## src/rtl/wb_pkg.sv

```systemverilog
// Shared definitions for the register-file writeback block.
//   NUM_PORTS    : number of result ports feeding the writeback stage
//   PORT_*       : port index of each execution unit
//   seq_older()  : modular age compare of two issue tags
package wb_pkg;

  localparam int unsigned NUM_PORTS   = 4;
  localparam int unsigned PORT_ARITH  = 0;
  localparam int unsigned PORT_LOGIC  = 1;
  localparam int unsigned PORT_SHIFT0 = 2;
  localparam int unsigned PORT_SHIFT1 = 3;

  // seq_a is older than seq_b when the top bit of (seq_a - seq_b) mod 2**width
  // is set. Tags are zero-extended to 32 bits; the low bits of the difference
  // are unaffected by the extension.
  function automatic logic seq_older(input logic [31:0]   seq_a,
                                     input logic [31:0]   seq_b,
                                     input int unsigned   width);
    logic [31:0] diff;
    diff = seq_a - seq_b;
    return diff[5'(width - 1)];
  endfunction

endpackage

```

## src/rtl/wb_fifo.sv

```systemverilog
// Single-clock in-order FIFO, one per writeback port.
//   clk_i, arst_n_i : clock, asynchronous active-low reset (empties the FIFO)
//   push, wdata     : write request and data (ignored when full)
//   pop             : drop the head entry (ignored when empty)
//   rdata           : head entry, valid while empty is low
//   full, empty     : occupancy flags
module wb_fifo #(
  parameter int unsigned WIDTH = 8,
  parameter int unsigned DEPTH = 4
) (
  input  logic             clk_i,
  input  logic             arst_n_i,
  input  logic             push,
  input  logic [WIDTH-1:0] wdata,
  input  logic             pop,
  output logic [WIDTH-1:0] rdata,
  output logic             full,
  output logic             empty
);

  localparam int unsigned PW = (DEPTH > 1) ? $clog2(DEPTH) : 1;

  logic [WIDTH-1:0] mem_q [DEPTH];
  logic [PW-1:0]    wr_ptr_q;
  logic [PW-1:0]    rd_ptr_q;
  logic [PW:0]      count_q;
  logic             do_push;
  logic             do_pop;

  assign full    = (count_q == (PW+1)'(DEPTH));
  assign empty   = (count_q == '0);
  assign do_push = push & ~full;
  assign do_pop  = pop & ~empty;
  assign rdata   = mem_q[rd_ptr_q];

  // DEPTH is a power of two, so the pointers wrap naturally.
  always_ff @(posedge clk_i or negedge arst_n_i) begin
    if (!arst_n_i) begin
      wr_ptr_q <= '0;
      rd_ptr_q <= '0;
      count_q  <= '0;
    end else begin
      if (do_push) wr_ptr_q <= wr_ptr_q + 1'b1;
      if (do_pop)  rd_ptr_q <= rd_ptr_q + 1'b1;
      case ({do_push, do_pop})
        2'b10:   count_q <= count_q + 1'b1;
        2'b01:   count_q <= count_q - 1'b1;
        default: count_q <= count_q;
      endcase
    end
  end

  always_ff @(posedge clk_i) begin
    if (do_push) mem_q[wr_ptr_q] <= wdata;
  end

endmodule

```

## src/rtl/rf_writeback.sv

```systemverilog
// Register-file writeback arbiter. Four result ports (0 arith, 1 logic,
// 2/3 shift) each queue results in a FIFO; every cycle the FIFO heads compete
// and, among heads targeting the same register, only the oldest (by modular
// seq tag, ties to the higher port) writes. Writes are registered.
//   clk_i, arst_n_i     : clock, asynchronous active-low reset
//   valid_i / ready_o   : per-port result handshake
//   addr_i, data_i, seq_i : per-port destination, value, issue tag
//   select_r_o, data_o, enable_writing_o : per-port register-file write
//   idle_o              : no buffered entries and no write in progress
// Build option: RF_WRITEBACK_ZERO_REG_EN -- results for register 0 are
// accepted but discarded (hard-wired zero register).
module rf_writeback
  import wb_pkg::*;
#(
  parameter int unsigned WORD_WIDTH    = 32,
  parameter int unsigned ADDRESS_WIDTH = 4,
  parameter int unsigned DEPTH         = 4,
  parameter int unsigned SEQ_WIDTH     = 6
) (
  input  logic                                       clk_i,
  input  logic                                       arst_n_i,
  input  logic [NUM_PORTS-1:0]                       valid_i,
  output logic [NUM_PORTS-1:0]                       ready_o,
  input  logic [NUM_PORTS-1:0][ADDRESS_WIDTH-1:0]    addr_i,
  input  logic [NUM_PORTS-1:0][WORD_WIDTH-1:0]       data_i,
  input  logic [NUM_PORTS-1:0][SEQ_WIDTH-1:0]        seq_i,
  output logic [NUM_PORTS-1:0][ADDRESS_WIDTH-1:0]    select_r_o,
  output logic [NUM_PORTS-1:0][WORD_WIDTH-1:0]       data_o,
  output logic [NUM_PORTS-1:0]                       enable_writing_o,
  output logic                                       idle_o
);

  localparam int unsigned EW = SEQ_WIDTH + ADDRESS_WIDTH + WORD_WIDTH;

  logic [NUM_PORTS-1:0]                    full;
  logic [NUM_PORTS-1:0]                    empty;
  logic [NUM_PORTS-1:0]                    push;
  logic [NUM_PORTS-1:0]                    issue;
  logic [NUM_PORTS-1:0][EW-1:0]            head;
  logic [NUM_PORTS-1:0][ADDRESS_WIDTH-1:0] head_addr;
  logic [NUM_PORTS-1:0][WORD_WIDTH-1:0]    head_data;
  logic [NUM_PORTS-1:0][SEQ_WIDTH-1:0]     head_seq;

  logic [NUM_PORTS-1:0][ADDRESS_WIDTH-1:0] sel_q;
  logic [NUM_PORTS-1:0][WORD_WIDTH-1:0]    data_q;
  logic [NUM_PORTS-1:0]                    en_q;

  for (genvar g = 0; g < NUM_PORTS; g++) begin : g_port
    wb_fifo #(
      .WIDTH (EW),
      .DEPTH (DEPTH)
    ) u_fifo (
      .clk_i    (clk_i),
      .arst_n_i (arst_n_i),
      .push     (push[g]),
      .wdata    ({seq_i[g], addr_i[g], data_i[g]}),
      .pop      (issue[g]),
      .rdata    (head[g]),
      .full     (full[g]),
      .empty    (empty[g])
    );
    assign {head_seq[g], head_addr[g], head_data[g]} = head[g];
  end

  // Gating with the reset input holds ready low while reset is asserted and
  // lets it rise in the first cycle after release.
  assign ready_o = ~full & {NUM_PORTS{arst_n_i}};

  always_comb begin
    push = '0;
    for (int unsigned p = 0; p < NUM_PORTS; p++) begin
`ifdef RF_WRITEBACK_ZERO_REG_EN
      push[p] = valid_i[p] & ready_o[p] & (addr_i[p] != '0);
`else
      push[p] = valid_i[p] & ready_o[p];
`endif
    end
  end

  // A head issues only if it beats every other same-address head. The pairwise
  // "beats" relation is made strictly antisymmetric: when the modular compare
  // is inconclusive (equal tags, or tags exactly half the range apart) the
  // higher port wins, so two heads can never both win on the same address.
  logic older_ij;
  logic older_ji;
  logic wins;

  always_comb begin
    issue    = '0;
    older_ij = 1'b0;
    older_ji = 1'b0;
    wins     = 1'b0;
    for (int unsigned i = 0; i < NUM_PORTS; i++) begin
      issue[i] = ~empty[i];
      for (int unsigned j = 0; j < NUM_PORTS; j++) begin
        if (j != i && !empty[j] && head_addr[j] == head_addr[i]) begin
          older_ij = seq_older(32'(head_seq[i]), 32'(head_seq[j]), SEQ_WIDTH);
          older_ji = seq_older(32'(head_seq[j]), 32'(head_seq[i]), SEQ_WIDTH);
          wins     = (older_ij != older_ji) ? older_ij : (i > j);
          if (!wins) issue[i] = 1'b0;
        end
      end
    end
  end

  always_ff @(posedge clk_i or negedge arst_n_i) begin
    if (!arst_n_i) begin
      sel_q  <= '0;
      data_q <= '0;
      en_q   <= '0;
    end else begin
      en_q <= issue;
      for (int unsigned p = 0; p < NUM_PORTS; p++) begin
        if (issue[p]) begin
          sel_q[p]  <= head_addr[p];
          data_q[p] <= head_data[p];
        end
      end
    end
  end

  assign select_r_o       = sel_q;
  assign data_o           = data_q;
  assign enable_writing_o = en_q;
  assign idle_o           = (&empty) & ~(|en_q);

endmodule

```

## config.mk

```make
export PLATFORM = sky130hd
export DESIGN_NAME = rf_writeback
export DESIGN_NICKNAME = d
export VERILOG_FILES = /design/src/rtl/wb_pkg.sv /design/src/rtl/wb_fifo.sv /design/src/rtl/rf_writeback.sv
export SDC_FILE = /design/constraint.sdc
export NUM_CORES = 1
export LEC_CHECK = 0
export BUFFER_PORTS_ARGS = -buffer_cell sky130_fd_sc_hd__buf_4
export CAP_MARGIN = 20
export CORE_ASPECT_RATIO = 0.9
export CORE_MARGIN = 2
export CORE_UTILIZATION = 53
export DETAILED_ROUTE_END_ITERATION = 6
export HOLD_SLACK_MARGIN = 0.05
export PLACE_DENSITY = 0.8
export SYNTH_ARGS = -nofsm -noshare
export SYNTH_HDL_FRONTEND = slang
export SYNTH_SLANG_ARGS = --single-unit
```

## constraint.sdc

```tcl
create_clock -name clk_i -period 5.3 [get_ports clk_i]
set_clock_uncertainty 0.1 [all_clocks]
set_input_delay 0.795 -clock clk_i [delete_from_list [all_inputs] [get_ports clk_i]]
set_output_delay 0.795 -clock clk_i [all_outputs]
set_load 0.05 [all_outputs]
```

==> run metrics <==
CTS Buf Count=83; Clock Tree Buf Depth=3; most common cell after layout, fill and taps aside=edfxtp_1; synth warn=0; grt ovf=0; Max Slew Vio Count=0; post-synthesis sequential area ratio=74.5%; status=finished clean; routed wl met3=4300 um; setup TNS=0 ps; Clock Sinks=848; Final Hold Viols=0; reg2reg path depth=14; EDFF count, synth=about 670; CP Capture Type=register; post-layout util=64.2%; Top Metal Used=met5; vias in the first global route=16,900; Die Ht=241 um; final wirelength=68,600 um; Filler cells=4,124; clk_lat worst skew=620 ps; Final ANT Viol Nets=0; 1st-iter DRT viols=1,194; CP Class=register to register; area of the die=64,300 um^2; reg-to-reg slack, setup=640 ps; TritonCTS clock tree=built; PwrDens=666 nW/um^2; width of the chip=267 um; Final min period=4660 ps; Max rail drop VDD=0.455 mV; met2 wire len=34,400 um; relative slew slack=34.0%; Mapped Avg Cell Area=21.1 um^2; WHS Endpoint=g_port[1].u_fifo.mem_q[0][16]; Syn Inst Count=1,567; Area growth syn-to-layout=19.5%; WHS=roughly 270 ps; period utilisation layout=87.9%; ys flop type=edfxtp_1; Final setup viols=0; # IOs=327; ys async rst share=20.8%; largest net degree at the start of global routing=60; core area=61,400 um^2; Non-Filler Instances=2,867; worst slew pin tran=991 ps; CTS Root Cell=clkbuf_16; Fmax achieved=between 0.2 and 0.25 GHz; worst r2r dst=g_port[1].u_fifo.count_q[2]; RR Startpoint=g_port[2].u_fifo.rd_ptr_q[0]; via count=16,100; # H-tree levels=3; overall power=26.3 mW; Netlist cell types=52; synthesized area=33,000 um^2; first-pass iteration count of the detailed router=5; IO buf count=~330; Worst EP arrival=5090 ps; Vias/cell=5.62; Routed WL per cell=23.9 um; post-cts sizing count=0; worst path required time=about 5700 ps; RSZ-0062 raised after global routing=false; Tightest Hold Check Type=input pin to register; Tot GR Track Use=21.6%; placed cells=2,705; Synth Net Count=1,813; initial antenna violation count=9; CP Max Fanout=20; most frequent cells in the layout=edfxtp_1 (672), buf_4 (353), mux4_2 (168), dfrtp_1 (168), clkbuf_16 (85); MaxCap Viol Count=0; hold_sp=data_i[48]; Synth Register Bits=~850; Post-DP HPWL=43,500 um; Pleak=14.4 nW; Row Count=86; CP startpoint kind=register; initial core utilization=between 50% and 60%; DRC errors left=0; area taken by multi-input logic gates=8010 um^2; register area=~25,000 um^2; worst hold stages=1; first-pass GRT wire length=103,000 um; met1 WL=28,400 um; clock-pin transition on the worst setup and hold timing paths=60 ps; share of layout cells above drive strength 1=about two fifths; Final GP Congestion=0.883; final net count=about 2,200
==> where the power goes <==
group          internal (mW)  leakage, nW  switching (mW)  total (mW)
clock                   3.59         1.40            2.45        6.04
combinational           4.56         4.83            6.33        10.9
sequential              8.59         8.14           0.741        9.33
==> critical path, stage by stage (launching register included) <==
cell and delay, ps:
dfrtp_4 690, mux4_2 650, ha_1 380, and3_1 220
a221o_1 300, a2111oi_0 550, o41ai_1 190, a211o_2 370
inv_1 80, ha_1 180, inv_1 70, fa_1 380
xor2_1 150, nor2_1 110, xor2_1 150
==> routing by layer <==
layer / vias to the layer above / global-route usage, %
met5: - / 0
met4: 8 / 6.13
met3: 116 / 5.36
met2: 463 / 35.5
met1: 8460 / 29.1
li1: 7066 / -
==> worst max path at each step <==
stage	start	endpoint	slack (ps)	cells after the start
final	g_port[2].u_fifo.rd_ptr_q[0]	g_port[1].u_fifo.count_q[2]	640	14
after global placement	g_port[3].u_fifo.rd_ptr_q[1]	data_o[117]	860	11
after detailed placement	g_port[2].u_fifo.rd_ptr_q[0]	g_port[1].u_fifo.count_q[2]	690	14
after floorplan	g_port[0].u_fifo.rd_ptr_q[0]	g_port[0].u_fifo.count_q[2]	8	20
after global routing	g_port[2].u_fifo.rd_ptr_q[0]	g_port[1].u_fifo.count_q[2]	340	14
after CTS	g_port[2].u_fifo.rd_ptr_q[0]	g_port[1].u_fifo.count_q[2]	650	14
==> timing repair <==
item                                   CTS  global route
setup buffers                            0             0
hold buffers                             1             0
endpoints found under the hold margin   28             0
==> cells by family (layout without fill, tap and decap cells) <==
family          after synthesis  count (layout)  synth area share, %
xor+xnor                     56              56                 1.49
other cells                   0               5                    0
mux                         312             312                 16.6
flops                       848             848                 74.5
compound gates               72              72                 1.53
simple gates                101             101                 1.74
buf+inv                     106             565                 1.40
fa+ha+maj                    72              72                 2.82
==> sequential cells by signal, summed over array words and instances, names as in the netlist <==
register	cells
data_o	128
enable_writing_o	4
g_port.u_fifo.wr_ptr_q	8
g_port.u_fifo.mem_q	672
g_port.u_fifo.count_q	12
g_port.u_fifo.rd_ptr_q	8
select_r_o	16
==> synth_stat cells, types with 4 or more instances <==
cell	count	share of area, %
a2111oi_0	4	0.11
a21o_1	5	0.11
a21oi_1	16	0.24
a221o_1	4	0.12
a221oi_1	6	0.16
a31oi_1	4	0.076
and2_1	7	0.13
and3_1	19	0.36
buf_1	9	0.10
buf_2	12	0.18
buf_6	5	0.17
clkbuf_1	27	0.31
dfrtp_1	176	13
edfxtp_1	672	61
fa_1	4	0.24
ha_1	68	2.6
inv_1	50	0.57
mux2_1	45	1.5
mux2_2	81	2.8
mux2_4	18	0.82
mux4_2	168	11
nand2_1	14	0.16
nand2b_1	9	0.17
nand4_1	12	0.23
nor2_1	12	0.14
nor3_1	7	0.11
o211ai_1	4	0.091
o21ai_0	14	0.21
or2_2	5	0.095
or3_1	5	0.095
xnor2_1	36	0.95
xor2_1	20	0.53
==> per-stage QoR <==
stage | worst slack, ps | instance area [um^2]
after floorplan | 7.69 | 33000
after global placement | 862 | 36500
after detailed placement | 690 | 36600
after CTS | 648 | 39400
after global routing | 340 | 39400
final | 643 | 39400
==> area by class of cell <==
cell class / count / area share (%)
Antenna cell: 5 / 0.0317
Clock inverter: 44 / 1.28
Tap cell: 836 / 2.65
Timing Repair Buffer: 359 / 6.98
Sequential cell: 848 / 62.4
Multi-Input combinational cell: 613 / 20.3
Inverter: 50 / 0.476
Clock buffer: 112 / 5.90
No activity file was read; power rests on OpenSTA's default activity.
